File: config.mk
export PLATFORM = sky130hd
export DESIGN_NAME = pipeline_hazard_ctrl
export DESIGN_NICKNAME = d
export VERILOG_FILES = /design/src/rtl/pipe_pkg.sv /design/src/rtl/pipeline_hazard_ctrl_lu_detect.sv /design/src/rtl/pipeline_hazard_ctrl.sv
export SDC_FILE = /design/constraint.sdc
export NUM_CORES = 1
export LEC_CHECK = 0
export CORE_UTILIZATION = 31
export DETAILED_ROUTE_END_ITERATION = 8
export PLACE_DENSITY = 0.74
export SLEW_MARGIN = 30
export SYNTH_ARGS = -nofsm -noshare
export SYNTH_HDL_FRONTEND = slang
export SYNTH_SLANG_ARGS = --single-unit
File: constraint.sdc
create_clock -name clk_i -period 2.4 [get_ports clk_i]
set_input_delay 0.6 -clock clk_i [delete_from_list [all_inputs] [get_ports clk_i]]
set_output_delay 0.6 -clock clk_i [all_outputs]
set_load 0.01 [all_outputs]
File: src/rtl/pipe_pkg.sv
// Shared pipeline definitions: hazard-controller state encoding and the RV32
// opcode constants also used by the main decoder.
package pipe_pkg;

    typedef enum logic [1:0] {
        ST_IDLE     = 2'd0,
        ST_RUN      = 2'd1,
        ST_LU_STALL = 2'd2,
        ST_MEM_WAIT = 2'd3
    } state_t;

    localparam logic [6:0] OP_R   = 7'b0110011;
    localparam logic [6:0] OP_I   = 7'b0010011;
    localparam logic [6:0] OP_LW  = 7'b0000011;
    localparam logic [6:0] OP_SW  = 7'b0100011;
    localparam logic [6:0] OP_BEQ = 7'b1100011;

    // Instruction formats that carry a real rs2 operand (R-type, store, branch).
    function automatic logic uses_rs2(input logic [6:0] op);
        return (op == OP_R) || (op == OP_SW) || (op == OP_BEQ);
    endfunction

endpackage

File: src/rtl/pipeline_hazard_ctrl_lu_detect.sv
// Combinational load-use compare between the ID instruction and a lw in ID/EX;
// kept standalone so the forwarding unit can reuse it.
module lu_detect
    import pipe_pkg::*;
(
    input  logic [6:0] opcode_i,
    input  logic [4:0] rs1_i,
    input  logic [4:0] rs2_i,
    input  logic       memread_i,
    input  logic [4:0] rd_i,
    output logic       hazard_o
);

    logic rs1_hit;
    logic rs2_hit;

    // An all-zero opcode is the bubble pattern and reads no registers.
    assign rs1_hit  = (opcode_i != 7'b0000000) && (rd_i == rs1_i);
    assign rs2_hit  = uses_rs2(opcode_i) && (rd_i == rs2_i);
    assign hazard_o = memread_i && (rd_i != 5'd0) && (rs1_hit || rs2_hit);

endmodule

File: src/rtl/pipeline_hazard_ctrl.sv
// Pipeline sequencing controller: load-use bubbles, branch flush and the data
// memory wait freeze. Define HAZARD_PERF_EN to add the stall/flush perf counters.
module pipeline_hazard_ctrl
    import pipe_pkg::*;
#(
    parameter int MEM_TIMEOUT = 16,
    parameter int CNT_W       = 32
) (
    input  logic             clk_i,
    input  logic             rst_i,
    input  logic             start_i,
    input  logic [6:0]       ifid_opcode_i,
    input  logic [4:0]       ifid_rs1_i,
    input  logic [4:0]       ifid_rs2_i,
    input  logic             idex_memread_i,
    input  logic [4:0]       idex_rd_i,
    input  logic             branch_taken_i,
    input  logic             exmem_memread_i,
    input  logic             exmem_memwrite_i,
    input  logic             dmem_ack_i,
    output logic             noop_o,
    output logic             pc_write_o,
    output logic             ifid_write_o,
    output logic             ifid_flush_o,
    output logic             pipe_stall_o,
    output logic             dmem_req_o,
    output logic             err_o,
    output state_t           dbg_state_o
`ifdef HAZARD_PERF_EN
    ,
    output logic [CNT_W-1:0] stall_cnt_o,
    output logic [CNT_W-1:0] flush_cnt_o
`endif
);

    localparam int WAIT_W = $clog2(MEM_TIMEOUT + 1);

    state_t            state_q, state_d;
    logic [WAIT_W-1:0] wait_q, wait_d;
    logic              err_q, err_d;
    logic              lu;
    logic              ma;
    logic              hold;
    state_t            run_next;

    lu_detect u_lu_detect (
        .opcode_i  (ifid_opcode_i),
        .rs1_i     (ifid_rs1_i),
        .rs2_i     (ifid_rs2_i),
        .memread_i (idex_memread_i),
        .rd_i      (idex_rd_i),
        .hazard_o  (lu)
    );

    assign ma       = exmem_memread_i || exmem_memwrite_i;
    assign hold     = ma && !dmem_ack_i;
    assign run_next = start_i ? ST_RUN : ST_IDLE;

    always_comb begin
        noop_o       = 1'b0;
        pc_write_o   = 1'b0;
        ifid_write_o = 1'b0;
        ifid_flush_o = 1'b0;
        pipe_stall_o = 1'b0;
        dmem_req_o   = 1'b0;
        state_d      = state_q;
        wait_d       = '0;
        err_d        = err_q;
        case (state_q)
            ST_IDLE: begin
                noop_o = 1'b1;
                if (start_i) state_d = ST_RUN;
            end
            default: begin
                dmem_req_o = (state_q == ST_MEM_WAIT) || ma;
                if (hold) begin
                    // Frozen cycle: a pending stop request waits for the ack.
                    pipe_stall_o = 1'b1;
                    state_d      = ST_MEM_WAIT;
                    if (state_q == ST_MEM_WAIT) begin
                        wait_d = (wait_q == WAIT_W'(MEM_TIMEOUT)) ? wait_q : wait_q + WAIT_W'(1);
                        if (int'(wait_q) + 1 >= MEM_TIMEOUT) err_d = 1'b1;
                    end
                end else if (lu) begin
                    noop_o  = 1'b1;
                    state_d = (state_q == ST_RUN && start_i) ? ST_LU_STALL : run_next;
                end else if (branch_taken_i) begin
                    ifid_flush_o = 1'b1;
                    pc_write_o   = 1'b1;
                    ifid_write_o = 1'b1;
                    state_d      = run_next;
                end else begin
                    pc_write_o   = 1'b1;
                    ifid_write_o = 1'b1;
                    state_d      = run_next;
                end
            end
        endcase
    end

    always_ff @(posedge clk_i) begin
        if (rst_i) begin
            state_q <= ST_IDLE;
            wait_q  <= '0;
            err_q   <= 1'b0;
        end else begin
            state_q <= state_d;
            wait_q  <= wait_d;
            err_q   <= err_d;
        end
    end

    assign err_o       = err_q;
    assign dbg_state_o = state_q;

`ifdef HAZARD_PERF_EN
    logic [CNT_W-1:0] stall_cnt_q;
    logic [CNT_W-1:0] flush_cnt_q;
    logic             stall_ev;

    assign stall_ev = (state_q != ST_IDLE) && (lu || pipe_stall_o);

    always_ff @(posedge clk_i) begin
        if (rst_i) begin
            stall_cnt_q <= '0;
            flush_cnt_q <= '0;
        end else begin
            if (stall_ev && stall_cnt_q != '1) stall_cnt_q <= stall_cnt_q + CNT_W'(1);
            if (ifid_flush_o && flush_cnt_q != '1) flush_cnt_q <= flush_cnt_q + CNT_W'(1);
        end
    end

    assign stall_cnt_o = stall_cnt_q;
    assign flush_cnt_o = flush_cnt_q;
`endif

endmodule

# ---- Word level (Yosys, flattened, before mapping)
# Index checks and enable logic that the tools add are counted.
# W data, S select, Z words.
dict set report classes {
  mux 19
  n_bitwise 3
  n_eq_ne 9
  n_reduce_logical 17
  n_addsub 2
  n_lt_le_gt_ge 1
}
# cell count
set ops {}
lappend ops {{$eq A7 B6 Y1 const B} 2}
lappend ops {{$mux W1} 14}
lappend ops {{$eq A5 B5 Y1} 2}
lappend ops {{$mux W2} 5}
lappend ops {{$eq A7 B7 Y1 const B} 1}
lappend ops {{$reduce_bool A7 Y1} 1}
lappend ops {{$add A5 B1 Y6 const B} 1}
lappend ops {{$ge A6 B5 Y1 const B} 1}
lappend ops {{$logic_and A1 B1 Y1} 6}
lappend ops {{$add A5 B1 Y5 const B} 1}
lappend ops {{$eq A5 B5 Y1 const B} 1}
lappend ops {{$logic_or A1 B1 Y1} 5}
lappend ops {{$reduce_bool A5 Y1} 1}
lappend ops {{$reduce_and A4 Y1} 1}
lappend ops {{$reduce_or A4 Y1} 1}
lappend ops {{$not A1 Y1} 3}
lappend ops {{$eq A2 B1 Y1 const B} 1}
lappend ops {{$eq A2 B2 Y1 const B} 1}
lappend ops {{$logic_not A2 Y1} 1}
lappend ops {{$ne A2 B2 Y1 const B} 1}
lappend ops {{$logic_not A1 Y1} 1}
dict set report word_totals {
  inputBits 30
  reg_bits 8
  out_inout_bits 9
  word_cells 54
}

# ---- Longest topological paths before layout
# Gate-level depths: netlist of run 1.
dict set report logic_depth {
  ltp_word 9
  ltp_mapped 6
  mapped_depth_nobuf 6
}

# ---- By module
# A second synthesis of run 1 with hierarchy kept.
dict set report hier_totals {
  cells_unflattened 68
  area_unflattened_um2 614.3
}
# mod seq_area_each_um2 cells_each area_per_inst_um2 n_inst
set by_module_without_submodules {}
lappend by_module_without_submodules {pipeline_hazard_ctrl 160.2 48 451.7 1}
lappend by_module_without_submodules {lu_detect 0.0 20 162.7 1}

# ---- Worst setup path after synthesis of run 1
# No wires, ideal clock.
dict set report synth_timing {
  path_kind {input to output}
  start {in ifid_opcode_i[3]}
  end {out pc_write_o}
  required_time_ns 1.800
  cell_stages 6
  setup_slack_ns -0.327
  path_buffers 1
  arrival_ns 2.127
  cell_sequence {or4_4 -> nor4_2 -> nor4_1 -> o221a_4 -> nor3_1 -> buf_4}
}
dict set report synth_via {
  elab_chain_cells 9
  elab_cells_between_ends 13
  cone_classes {eq/ne (3); mux (3); reduce/logical (7)}
}
# item line
set synth_lines {}
lappend synth_lines {{from (decl)} pipeline_hazard_ctrl.sv:12} ;# input logic [6:0] ifid_opcode_i,
lappend synth_lines {{$eq A7 B6 Y1} pipe_pkg.sv:20} ;# return (op == OP_R) || (op == OP_SW) || (op == OP_BEQ);
lappend synth_lines {{$logic_or A1 B1 Y1 (2 in series)} pipe_pkg.sv:20}
lappend synth_lines {{$logic_and A1 B1 Y1} pipeline_hazard_ctrl_lu_detect.sv:19} ;# assign rs2_hit = uses_rs2(opcode_i) && (rd_i == rs2_i);
lappend synth_lines {{$logic_or A1 B1 Y1 (*)} pipeline_hazard_ctrl_lu_detect.sv:20} ;# assign hazard_o = memread_i && (rd_i != 5'd0) && (rs1_hit || rs2_hit);
lappend synth_lines {{$logic_and A1 B1 Y1 (*)} pipeline_hazard_ctrl_lu_detect.sv:20}
lappend synth_lines {{$mux W1 (*) (3 in series)} --}
lappend synth_lines {{to (decl)} pipeline_hazard_ctrl.sv:22} ;# output logic pc_write_o,
# Every way passes the cells marked *; elsewhere a longest branch is shown, timed or not.

# ---- Worst setup path in the final report of run 1
dict set report layout_timing {
  start {in ifid_opcode_i[6]}
  end {out ifid_flush_o}
}
dict set report layout_via {
  elab_chain_cells 9
  elab_cells_between_ends 13
  cone_classes {eq/ne (3); mux (3); reduce/logical (7)}
}
# item line
set layout_lines {}
lappend layout_lines {{$eq A7 B6 Y1} pipe_pkg.sv:20}
lappend layout_lines {{$logic_or A1 B1 Y1 (2 in series)} pipe_pkg.sv:20}
lappend layout_lines {{$logic_and A1 B1 Y1} pipeline_hazard_ctrl_lu_detect.sv:19}
lappend layout_lines {{$logic_or A1 B1 Y1 (*)} pipeline_hazard_ctrl_lu_detect.sv:20}
lappend layout_lines {{$logic_and A1 B1 Y1 (*)} pipeline_hazard_ctrl_lu_detect.sv:20}
lappend layout_lines {{$mux W1 (*)} pipeline_hazard_ctrl.sv:84} ;# end else if (lu) begin
lappend layout_lines {{$mux W1 (*)} pipeline_hazard_ctrl.sv:76} ;# if (hold) begin
lappend layout_lines {{$mux W1 (*)} pipeline_hazard_ctrl.sv:69} ;# case (state_q)
lappend layout_lines {{to (decl)} pipeline_hazard_ctrl.sv:24} ;# output logic ifid_flush_o,
# Marks and branches as above.

==> results of run 1 <==
-- cells by family after synthesis --
kind of cell               Yosys count  synth area share, %
AOI/OAI and AO/OA                   10                13.96
buffers and inverters                4                3.172
adders and majority gates            2                4.228
DFF                                  8                27.06
xor gates and xnor gates            14                20.72
muxes                                2                3.383
and+or+nand+nor                     28                27.48
-- final cells by class --
class / instances / area, um^2
Timing Repair Buffer: 47 / 422.9
Tap cell: 25 / 31.28
Multi-Input combinational cell: 56 / 493.0
Sequential cell: 8 / 160.2
Inverter: 3 / 11.26
Clock buffer: 3 / 22.52
Fill cell: 165 / 623.1
-- where the power goes --
part | internal, mW | switching [mW]
Clock | 0.0574 | 0.0481
Combinational | 0.0761 | 0.0563
Sequential | 0.135 | 0.00243
-- cells in the final DEF (no fill, tap or decap), types with 3 or more instances in the layout --
cell type / instances
buf_2: 5
buf_4: 7
buf_6: 4
clkbuf_4: 3
clkdlybuf4s50_1: 14
dfxtp_1: 8
dlygate4sd2_1: 11
dlymetal6s2s_1: 3
inv_1: 3
nand3_1: 3
nor2_1: 8
nor3_1: 3
nor4_4: 3
o21ai_0: 3
xnor2_1: 6
xor2_1: 5
-- flip-flops by register name, summed over array words and instances, names as in the netlist --
name,count
dbg_state_o,2
wait_q,5
err_o,1
-- timing repair --
item / CTS / global route
setup buffers: 0 / 1
pin swaps: 12 / 6
resized for setup: 55 / 9
endpoints found under the setup margin: 6 / 5
endpoints found under the hold margin: 0 / 0
-- synth_stat cells (all sizes together) (2+ instances only) --
master,n
nand2,2
nand3,4
o21ai,3
xnor2,8
nor2,8
inv,3
nor3,4
or4,2
nand4,2
nor4,3
dfxtp,8
mux2i,2
ha,2
xor2,6
-- worst reg2reg max path, delay by kind of cell, from the launching register on --
kind	cells	cell delay (ns)
fa+ha+maj	1	0.15
buf+inv	1	0.10
flops	1	0.33
mux	1	0.23
simple gates	3	0.44
-- per-layer routing --
| metal | track usage [%] | vias to the layer above | share of wire [%] |
|---|---|---|---|
| li1 | - | 347 | - |
| met1 | 19.66 | 307 | 39 |
| met2 | 35.14 | 31 | 53 |
| met3 | 5.952 | 2 | 7.1 |
| met4 | 2.941 | 0 | 0.66 |
| met5 | 0 | - | 0 |
-- worst max path at each step --
stage | cells past startpoint | slack (ns) | start | to
after CTS | 7 | -0.46 | ifid_opcode_i[6] | ifid_flush_o
after floorplan | 6 | -0.14 | ifid_opcode_i[3] | pc_write_o
after detailed placement | 7 | -1.11 | ifid_opcode_i[3] | ifid_flush_o
after global routing | 7 | -0.41 | ifid_opcode_i[6] | ifid_flush_o
final | 7 | -0.34 | ifid_opcode_i[6] | ifid_flush_o
after global placement | 7 | -1.08 | ifid_opcode_i[3] | ifid_flush_o
-- stage by stage --
step,setup WS [ns],hold WS [ns],util (%),instance area (um^2)
after CTS,-0.4643,0.4810,62.55,1104
after global routing,-0.4147,0.4914,64.68,1141
after detailed placement,-1.107,0.4641,60.50,1067
final,-0.3395,0.4763,64.68,1141
after global placement,-1.077,0.4487,60.50,1067
after floorplan,-0.1393,0.4914,-,603.1
==> flow_results.xml, run 1 <==
<?xml version="1.0" encoding="UTF-8"?>
<metrics>
  <group name="run_status">
    <metric name="run_status" unit="">finished, violations left</metric>
    <metric name="violations" unit="">negative setup slack</metric>
  </group>
  <group name="floorplanning">
    <metric name="core_area" unit="um^2">1764</metric>
    <metric name="placementRows" unit="">15</metric>
    <metric name="dieWidth" unit="um">45.70</metric>
    <metric name="fp.dieArea" unit="um^2">2088</metric>
    <metric name="initial_utilization" unit="%">33.55</metric>
    <metric name="die_h" unit="um">45.70</metric>
    <metric name="io_pins" unit="">39</metric>
  </group>
  <group name="setup_path">
    <metric name="cpLargestDelayFamily" unit="">simple AND/OR/NAND/NOR gates</metric>
    <metric name="worst-setup-path-type" unit="">in -&gt; out</metric>
    <metric name="worst_setup_path_start_kind" unit="">input pin</metric>
    <metric name="cp_cell_sequence" unit="">buf_6 -&gt; or4_4 -&gt; nor4_4 -&gt; nor4_4 -&gt; o221a_4 -&gt; nor4b_2 -&gt; buf_2</metric>
    <metric name="reg2regPathDepth" unit="">6</metric>
    <metric name="worst_ep_arrival_time" unit="ns">2.14</metric>
    <metric name="critPathMaxFanout" unit="">4</metric>
    <metric name="worst-r2r-setup-slack" unit="ns">1.03</metric>
    <metric name="worst_ep_required_time" unit="ns">1.80</metric>
    <metric name="rr_endpoint" unit="">wait_q[1]$_SDFFE_PP0P_</metric>
    <metric name="endpoint_kind" unit="">output pin</metric>
    <metric name="critical-path-max-stage-delay" unit="ns">0.54</metric>
    <metric name="cpMostUsedCell" unit="">nor4_4</metric>
    <metric name="crit_path_top_delay_cell" unit="">or4_4</metric>
    <metric name="wp_buf_inv" unit="">2</metric>
    <metric name="r2r-start" unit="">wait_q[0]$_SDFFE_PP0P_</metric>
  </group>
  <group name="drt">
    <metric name="vias_per_cell" unit="">4.838</metric>
    <metric name="num_vias" unit="">687</metric>
    <metric name="detailedRoute.firstPassIterationCount" unit="">4</metric>
    <metric name="routedWlPerCell" unit="um">12.85</metric>
    <metric name="ant_nets" unit="">0</metric>
    <metric name="detail_route.drc_violations" unit="">0</metric>
    <metric name="total_routed_length" unit="um">1824</metric>
    <metric name="drt_iter0_markers" unit="">7</metric>
  </group>
  <group name="global_route">
    <metric name="grt_max_degree" unit="">7</metric>
    <metric name="antenna_violations_before_repair" unit="">0</metric>
    <metric name="grt_first_pass_wirelength" unit="um">2753</metric>
    <metric name="globalRouteTotalUtil" unit="%">18.38</metric>
    <metric name="grt_overflow" unit="">0</metric>
    <metric name="vias_in_the_first_global_route" unit="">669</metric>
  </group>
  <group name="clocking">
    <metric name="numClockSinks" unit="">8</metric>
    <metric name="cts-hold-fix-buffers" unit="">0</metric>
    <metric name="cts.clk_slew.worst_paths" unit="ns">0.06</metric>
    <metric name="tritoncts" unit="">yes</metric>
    <metric name="cts.path.max_buffers" unit="">2</metric>
    <metric name="cts-root-buf" unit="">clkbuf_4</metric>
    <metric name="cts-buffers-inserted" unit="">3</metric>
    <metric name="clock_tree.htree_level_count" unit="">1</metric>
    <metric name="insertion_delay" unit="ns">0.25</metric>
  </group>
  <group name="timing">
    <metric name="skew" unit="ns">0.006031</metric>
    <metric name="count_of_final_setup_violators" unit="">5</metric>
    <metric name="final.period_utilization" unit="%">114.1</metric>
    <metric name="shortest_period_the_worst_path_allows" unit="ns">2.740</metric>
    <metric name="max_freq" unit="MHz">365.0</metric>
    <metric name="setup-tns-final" unit="ns">-1.233</metric>
    <metric name="slew_headroom" unit="%">67.49</metric>
    <metric name="final.setup.worst_slack" unit="ns">-0.3395</metric>
    <metric name="finalMaxSlewViolations" unit="">0</metric>
    <metric name="finalHoldViolations" unit="">0</metric>
    <metric name="rsz_0062_raised_after_global_routing" unit="">yes</metric>
    <metric name="tightestPinTransition" unit="ns">0.4858</metric>
  </group>
  <group name="worst_hold_path">
    <metric name="hold_depth" unit="">1</metric>
    <metric name="hold_class" unit="">reg -&gt; reg</metric>
    <metric name="hold-path-endpoint" unit="">err_o$_SDFFE_PP0P_</metric>
    <metric name="hp-start" unit="">err_o$_SDFFE_PP0P_</metric>
  </group>
  <group name="placed_design">
    <metric name="place.detailed.hpwl" unit="um">1452</metric>
    <metric name="placed_cells_incl_taps" unit="">138</metric>
    <metric name="portBuffers" unit="">38</metric>
    <metric name="gp_routability_congestion" unit="">0.7521</metric>
  </group>
  <group name="power_and_ir_drop">
    <metric name="total_power" unit="mW">0.3749</metric>
    <metric name="vdd_drop_max" unit="mV">0.1838</metric>
    <metric name="cellPowerDensity" unit="nW/um^2">328.6</metric>
    <metric name="p_leak" unit="nW">0.4938</metric>
  </group>
  <group name="logic_synthesis">
    <metric name="synth-main-ff-cell" unit="">dfxtp_1</metric>
    <metric name="postSynth.asyncResetShare" unit="%">0</metric>
    <metric name="yosys_warnings" unit="">0</metric>
    <metric name="yosys.cell_types.count" unit="">27</metric>
    <metric name="synth.cell_area" unit="um^2">591.8</metric>
    <metric name="yosys_register_bits" unit="">8</metric>
    <metric name="syn_area_per_cell" unit="um^2">8.703</metric>
    <metric name="yosysSeqAreaShare" unit="%">27.06</metric>
    <metric name="synth_area_leader_cell" unit="">dfxtp_1</metric>
    <metric name="synth_enable_flop_cells" unit="">0</metric>
    <metric name="post-synth-top-area-fraction" unit="%">27.06</metric>
    <metric name="postSynthNetCount" unit="">100</metric>
    <metric name="syn-instance-count" unit="">68</metric>
    <metric name="ys_top_cells_by_area" unit="">dfxtp_1 27%, xnor2_1 12%, xor2_1 8.9%</metric>
  </group>
  <group name="layout">
    <metric name="layoutNonFillerInstCount" unit="">142</metric>
    <metric name="syn2layout_area_growth" unit="%">92.81</metric>
    <metric name="final_net_count" unit="">151</metric>
    <metric name="n_antenna_cell" unit="">0</metric>
    <metric name="drive_above_1_share" unit="%">29.06</metric>
  </group>
  <group name="job">
    <metric name="drv.max_cap_violation_count" unit="">0</metric>
  </group>
</metrics>
Note: power is estimated with default switching activity, not from simulation.
==> run 2, diff against run 1 <==
CORE_UTILIZATION = 33   (was 31)
CTS_BUF_LIST = sky130_fd_sc_hd__clkbuf_4   (was not set)
PLACE_DENSITY = 0.78   (was 0.74)
==> run 2 against run 1 <==
The flow still finishes with violations (negative setup slack). Worst setup slack got worse by 0.018 ns. Clock skew is 0.00062 ns higher. First-iteration DRC count fell by 43%. Hold slack lost 0.014 ns. Clock-buffer cell count unchanged. Global-route usage up 1.3 points. Sequential share of layout area increased by 0.31 points. Non-clock buffer count decreased by 1. Clock power about the same. Combinational power down 5%. Fmax down 0.64%.
==> flow_results.xml, run 2 (synthesis results as in run 1) <==
<?xml version="1.0" encoding="UTF-8"?>
<metrics>
  <group name="run_status">
    <metric name="run_status" unit="">finished, violations left</metric>
    <metric name="violations" unit="">negative setup slack</metric>
  </group>
  <group name="timing">
    <metric name="final.setup.worst_slack" unit="ns">-0.3572</metric>
    <metric name="skew" unit="ns">0.006647</metric>
    <metric name="setup-tns-final" unit="ns">-1.225</metric>
    <metric name="tightestPinTransition" unit="ns">0.4616</metric>
    <metric name="final.period_utilization" unit="%">114.9</metric>
    <metric name="finalHoldViolations" unit="">0</metric>
    <metric name="timing.hold.ws" unit="ns">0.4623</metric>
    <metric name="slew_headroom" unit="%">68.99</metric>
    <metric name="shortest_period_the_worst_path_allows" unit="ns">2.757</metric>
    <metric name="rsz_0062_raised_after_global_routing" unit="">yes</metric>
    <metric name="finalMaxSlewViolations" unit="">0</metric>
    <metric name="max_freq" unit="MHz">362.7</metric>
    <metric name="count_of_final_setup_violators" unit="">5</metric>
  </group>
  <group name="drt">
    <metric name="vias_per_cell" unit="">4.957</metric>
    <metric name="detailedRoute.firstPassIterationCount" unit="">5</metric>
    <metric name="detail_route.drc_violations" unit="">0</metric>
    <metric name="num_vias" unit="">694</metric>
    <metric name="routedWlPerCell" unit="um">12.27</metric>
    <metric name="drt_iter0_markers" unit="">4</metric>
    <metric name="ant_nets" unit="">0</metric>
    <metric name="total_routed_length" unit="um">1718</metric>
  </group>
  <group name="layout">
    <metric name="layout.cells.most_common_list" unit="">20 x clkdlybuf4s50_1, 8 x nor2_1, 8 x dfxtp_1, 7 x xnor2_1, 7 x buf_4</metric>
    <metric name="fill_cells" unit="">132</metric>
    <metric name="layoutNonFillerInstCount" unit="">140</metric>
    <metric name="layout.core_utilization" unit="%">70.02</metric>
    <metric name="largest_reg_flops" unit="">5</metric>
    <metric name="final_net_count" unit="">150</metric>
    <metric name="syn2layout_area_growth" unit="%">88.58</metric>
    <metric name="most_frequent_standard_cell_in_the_layout_excluding_fill_and_tap_cells" unit="">clkdlybuf4s50_1</metric>
    <metric name="n_antenna_cell" unit="">0</metric>
    <metric name="drive_above_1_share" unit="%">25.00</metric>
    <metric name="top_register" unit="">wait_q</metric>
  </group>
  <group name="power_and_ir_drop">
    <metric name="switching_power_summed_over_all_nets" unit="mW">0.09656</metric>
    <metric name="vdd_drop_max" unit="mV">0.1597</metric>
    <metric name="sw_frac_of_total" unit="%">26.36</metric>
    <metric name="power.clock.fraction" unit="%">28.1</metric>
    <metric name="cellPowerDensity" unit="nW/um^2">328.3</metric>
    <metric name="seq_power_share" unit="%">37.5</metric>
    <metric name="internal_power" unit="mW">0.2698</metric>
    <metric name="p_leak" unit="nW">0.4873</metric>
    <metric name="p_comb_share" unit="%">34.4</metric>
    <metric name="total_power" unit="mW">0.3664</metric>
  </group>
  <group name="placed_design">
    <metric name="placed_cells_incl_taps" unit="">137</metric>
    <metric name="place.detailed.hpwl" unit="um">1466</metric>
    <metric name="gp_routability_congestion" unit="">0.7865</metric>
    <metric name="portBuffers" unit="">38</metric>
  </group>
  <group name="clocking">
    <metric name="cts-root-buf" unit="">clkbuf_4</metric>
    <metric name="clock_tree.htree_level_count" unit="">1</metric>
    <metric name="cts-buffers-inserted" unit="">3</metric>
    <metric name="cts.path.max_buffers" unit="">2</metric>
    <metric name="cts.clk_slew.worst_paths" unit="ns">0.05</metric>
    <metric name="tritoncts" unit="">yes</metric>
    <metric name="insertion_delay" unit="ns">0.26</metric>
    <metric name="cts-hold-fix-buffers" unit="">0</metric>
    <metric name="numClockSinks" unit="">8</metric>
  </group>
  <group name="floorplanning">
    <metric name="placementRows" unit="">14</metric>
    <metric name="core_area" unit="um^2">1594</metric>
    <metric name="dieWidth" unit="um">44.35</metric>
    <metric name="initial_utilization" unit="%">37.13</metric>
    <metric name="fp.dieArea" unit="um^2">1967</metric>
    <metric name="io_pins" unit="">39</metric>
    <metric name="die_h" unit="um">44.35</metric>
  </group>
  <group name="global_route">
    <metric name="vias_in_the_first_global_route" unit="">702</metric>
    <metric name="grt_first_pass_wirelength" unit="um">2822</metric>
    <metric name="globalRouteTotalUtil" unit="%">19.71</metric>
    <metric name="grt_max_degree" unit="">7</metric>
    <metric name="grt_overflow" unit="">0</metric>
    <metric name="antenna_violations_before_repair" unit="">0</metric>
  </group>
  <group name="job">
    <metric name="drv.max_cap_violation_count" unit="">0</metric>
  </group>
  <group name="setup_path">
    <metric name="worst_setup_path_start_kind" unit="">input pin</metric>
    <metric name="worst_ep_arrival_time" unit="ns">2.16</metric>
    <metric name="critPathMaxFanout" unit="">4</metric>
    <metric name="worst_ep_required_time" unit="ns">1.80</metric>
    <metric name="endpoint_kind" unit="">output pin</metric>
    <metric name="worst-setup-path-type" unit="">in -&gt; out</metric>
  </group>
  <group name="worst_hold_path">
    <metric name="hold_class" unit="">reg -&gt; reg</metric>
  </group>
</metrics>
-- run 2: changes by cell type in the layout (fill, tap and decap cells not counted), sizes merged --
cell	change
clkbuf	-1
clkdlybuf4s50	+6
dlymetal6s2s	+2
dlygate4sd2	-7
buf	-1
-- run 2: repair_timing --
item                       in CTS  in global routing
hold endpoints to repair        0                  0
setup endpoints to repair       6                  6
gates resized for setup        43                  8
buffers inserted                0                  0
pin swaps                       5                  6
-- run 2: per-stage QoR --
stage,cell area [um^2],setup slack [ns]
2_1_floorplan,603.1,-0.1393
5_1_grt,1116,-0.4272
3_3_place_gp,1066,-1.070
3_5_place_dp,1066,-1.094
4_1_cts,1085,-0.5288
6_report,1116,-0.3572
-- run 2: worst max-delay path: stages --
cell	delay, ns
buf_6	0.09
or4_4	0.53
nor4_4	0.15
nor4_2	0.09
o221a_4	0.32
nor4b_2	0.21
buf_2	0.17
-- run 2: power groups by stage --
| stage | registers [mW] | clock network (mW) | logic (mW) |
|---|---|---|---|
| floorplan | 0.140 | 0 | 0.0409 |
| global placement | 0.140 | 0 | 0.126 |
| detailed placement | 0.140 | 0 | 0.128 |
| CTS | 0.137 | 0.109 | 0.124 |
| global route | 0.138 | 0.115 | 0.136 |
| finish | 0.137 | 0.103 | 0.126 |
-- run 2: cell type report --
type	instances	area, um^2	share of cell area (%)
Inverter	3	11.26	1.009
Multi-Input combinational cell	56	455.4	40.81
Timing Repair Buffer	46	436.7	39.13
Tap cell	24	30.03	2.691
Sequential cell	8	160.2	14.35
Clock buffer	3	22.52	2.018
-- run 2: metal layers --
metal  vias to the layer above  track usage [%]  part of all wire [%]
met5                         -                0                     0
met4                         0            9.091                   1.1
met3                         3            5.714                   6.8
met2                        31            36.76                    54
met1                       316            19.90                    37
li1                        344                -                     -
-- run 2: path summary, 6_finish.rpt --
path,startpoint,endpoint,slack (ns),cells past startpoint
worst max-delay path,ifid_opcode_i[2],ifid_flush_o,-0.36,7
worst min-delay path,err_o$_SDFFE_PP0P_,err_o$_SDFFE_PP0P_,0.46,1
worst max register to register,wait_q[0]$_SDFFE_PP0P_,wait_q[1]$_SDFFE_PP0P_,0.98,6
worst min register to register,err_o$_SDFFE_PP0P_,err_o$_SDFFE_PP0P_,0.46,1
==> run 3, diff against run 2 <==
RECOVER_POWER = 25   (was not set)
==> run 3 against run 2 <==
The flow still finishes with violations (negative setup slack). Flip-flop and latch count unchanged. Clock-buffer cell count unchanged. Largest cell class unchanged. Critical path type unchanged. Sequential share of layout area unchanged.
==> flow_results.xml, run 3 (synthesis results as in run 1) <==
<?xml version="1.0" encoding="UTF-8"?>
<metrics>
  <group name="run_status">
    <metric name="run_status" unit="">finished, violations left</metric>
    <metric name="violations" unit="">negative setup slack</metric>
  </group>
  <group name="floorplanning">
    <metric name="die_h" unit="um">44.35</metric>
    <metric name="initial_utilization" unit="%">37.13</metric>
    <metric name="io_pins" unit="">39</metric>
    <metric name="placementRows" unit="">14</metric>
    <metric name="core_area" unit="um^2">1594</metric>
    <metric name="fp.dieArea" unit="um^2">1967</metric>
    <metric name="dieWidth" unit="um">44.35</metric>
  </group>
  <group name="setup_path">
    <metric name="worst_ep_required_time" unit="ns">1.80</metric>
    <metric name="endpoint_kind" unit="">output pin</metric>
    <metric name="wp_buf_inv" unit="">2</metric>
    <metric name="critical-path-max-stage-delay" unit="ns">0.53</metric>
    <metric name="worst-setup-path-type" unit="">in -&gt; out</metric>
    <metric name="worst_ep_arrival_time" unit="ns">2.16</metric>
    <metric name="crit_path_top_delay_cell" unit="">or4_4</metric>
    <metric name="cp_cell_sequence" unit="">buf_6 -&gt; or4_4 -&gt; nor4_4 -&gt; nor4_2 -&gt; o221a_4 -&gt; nor4b_2 -&gt; buf_2</metric>
    <metric name="cpLargestDelayFamily" unit="">simple AND/OR/NAND/NOR gates</metric>
    <metric name="critPathMaxFanout" unit="">4</metric>
    <metric name="worst_setup_path_start_kind" unit="">input pin</metric>
  </group>
  <group name="power_and_ir_drop">
    <metric name="p_leak" unit="nW">0.4912</metric>
    <metric name="seq_power_share" unit="%">37.4</metric>
    <metric name="p_comb_share" unit="%">34.3</metric>
    <metric name="internal_power" unit="mW">0.2695</metric>
    <metric name="cellPowerDensity" unit="nW/um^2">328.9</metric>
    <metric name="sw_frac_of_total" unit="%">26.59</metric>
    <metric name="vdd_drop_max" unit="mV">0.1605</metric>
    <metric name="switching_power_summed_over_all_nets" unit="mW">0.09762</metric>
    <metric name="power.clock.fraction" unit="%">28.3</metric>
  </group>
  <group name="timing">
    <metric name="final.setup.worst_slack" unit="ns">-0.3573</metric>
    <metric name="rsz_0062_raised_after_global_routing" unit="">yes</metric>
    <metric name="finalMaxSlewViolations" unit="">0</metric>
    <metric name="max_freq" unit="MHz">362.7</metric>
    <metric name="tightestPinTransition" unit="ns">0.4613</metric>
    <metric name="skew" unit="ns">0.007029</metric>
    <metric name="count_of_final_setup_violators" unit="">6</metric>
    <metric name="shortest_period_the_worst_path_allows" unit="ns">2.757</metric>
    <metric name="finalHoldViolations" unit="">0</metric>
    <metric name="final.period_utilization" unit="%">114.9</metric>
    <metric name="timing.hold.ws" unit="ns">0.4563</metric>
    <metric name="slew_headroom" unit="%">69.01</metric>
  </group>
  <group name="clocking">
    <metric name="cts-root-buf" unit="">clkbuf_4</metric>
    <metric name="insertion_delay" unit="ns">0.26</metric>
    <metric name="tritoncts" unit="">yes</metric>
    <metric name="cts-buffers-inserted" unit="">3</metric>
    <metric name="cts.path.max_buffers" unit="">2</metric>
    <metric name="clock_tree.htree_level_count" unit="">1</metric>
    <metric name="numClockSinks" unit="">8</metric>
    <metric name="cts.clk_slew.worst_paths" unit="ns">0.05</metric>
  </group>
  <group name="drt">
    <metric name="ant_nets" unit="">0</metric>
    <metric name="routedWlPerCell" unit="um">12.34</metric>
    <metric name="detail_route.drc_violations" unit="">0</metric>
    <metric name="total_routed_length" unit="um">1728</metric>
    <metric name="vias_per_cell" unit="">4.964</metric>
    <metric name="num_vias" unit="">695</metric>
    <metric name="drt_iter0_markers" unit="">6</metric>
    <metric name="detailedRoute.firstPassIterationCount" unit="">4</metric>
  </group>
  <group name="worst_hold_path">
    <metric name="hold_class" unit="">reg -&gt; reg</metric>
  </group>
  <group name="global_route">
    <metric name="vias_in_the_first_global_route" unit="">702</metric>
    <metric name="grt_first_pass_wirelength" unit="um">2822</metric>
    <metric name="globalRouteTotalUtil" unit="%">19.71</metric>
    <metric name="antenna_violations_before_repair" unit="">0</metric>
    <metric name="grt_overflow" unit="">0</metric>
    <metric name="grt_max_degree" unit="">7</metric>
  </group>
  <group name="placed_design">
    <metric name="post_dp_cell_area" unit="um^2">1066</metric>
    <metric name="gp_routability_congestion" unit="">0.7865</metric>
    <metric name="place.detailed.hpwl" unit="um">1466</metric>
    <metric name="placed_cells_incl_taps" unit="">137</metric>
    <metric name="portBuffers" unit="">38</metric>
  </group>
  <group name="layout">
    <metric name="largest_reg_flops" unit="">5</metric>
    <metric name="drive_above_1_share" unit="%">25.00</metric>
    <metric name="n_antenna_cell" unit="">0</metric>
    <metric name="layout.cells.most_common_list" unit="">18 x clkdlybuf4s50_1, 8 x nor2_1, 8 x dfxtp_1, 7 x xnor2_1, 7 x buf_4</metric>
    <metric name="finalInstanceArea" unit="um^2">1116</metric>
    <metric name="layoutNonFillerInstCount" unit="">140</metric>
    <metric name="top_register" unit="">wait_q</metric>
    <metric name="final_net_count" unit="">150</metric>
    <metric name="most_frequent_standard_cell_in_the_layout_excluding_fill_and_tap_cells" unit="">clkdlybuf4s50_1</metric>
    <metric name="syn2layout_area_growth" unit="%">88.58</metric>
  </group>
  <group name="job">
    <metric name="drv.max_cap_violation_count" unit="">0</metric>
  </group>
</metrics>
run 3: cell types whose count changed in the layout (fill, tap and decap cells not counted):
cell | before | now
clkdlybuf4s50_1 | 20 | 18
dlygate4sd3_1 | 0 | 2
run 3: layout make-up:
type	instances	area (um^2)
multi-input cells	56	455.4
fillers	132	478.0
repair buffers	46	436.7
inverters	3	11.26
well taps	24	30.03
clock buffers	3	22.52
flip-flops and latches	8	160.2
run 3: path summary, 6_finish.rpt:
| kind | start | to | slack (ns) | cells after the start |
|---|---|---|---|---|
| worst min register to register | err_o$_SDFFE_PP0P_ | err_o$_SDFFE_PP0P_ | 0.46 | 1 |
| worst max register to register | wait_q[0]$_SDFFE_PP0P_ | wait_q[1]$_SDFFE_PP0P_ | 0.98 | 6 |
| worst max-delay path | ifid_opcode_i[2] | ifid_flush_o | -0.36 | 7 |
| worst min-delay path | err_o$_SDFFE_PP0P_ | err_o$_SDFFE_PP0P_ | 0.46 | 1 |
run 3: power groups by stage:
stage          registers [mW]  clock network (mW)  logic [mW]
3_3_place_gp            0.140                   0       0.126
5_1_grt                 0.138               0.115       0.136
6_report                0.137               0.104       0.126
4_1_cts                 0.137               0.109       0.124
2_1_floorplan           0.140                   0      0.0409
3_5_place_dp            0.140                   0       0.128
run 3: metal layers:
metal / vias up / share of wire (%) / track usage (%)
met3: 3 / 6.3 / 5.714
met2: 30 / 54 / 36.76
li1: 342 / - / -
met4: 0 / 1.1 / 9.091
met5: - / 0 / 0
met1: 320 / 38 / 19.90
run 3: metrics by stage:
step                      worst slack [ns]  power, mW  utilization (%)  setup TNS (ns)
after detailed placement            -1.094     0.2685            66.88          -4.819
final                              -0.3573     0.3671            70.02          -1.362
after global routing               -0.4272     0.3880            70.02          -1.762
after CTS                          -0.5288     0.3700            68.05          -1.768
after global placement              -1.070     0.2660            66.88          -4.622
after floorplan                    -0.1393     0.1812                -         -0.3037
run 3: repair_timing:
action,CTS,global route
buffers inserted,0,0
endpoints found under the setup margin,6,6
hold buffers,0,0
resized for setup,43,8
pin swaps,5,6
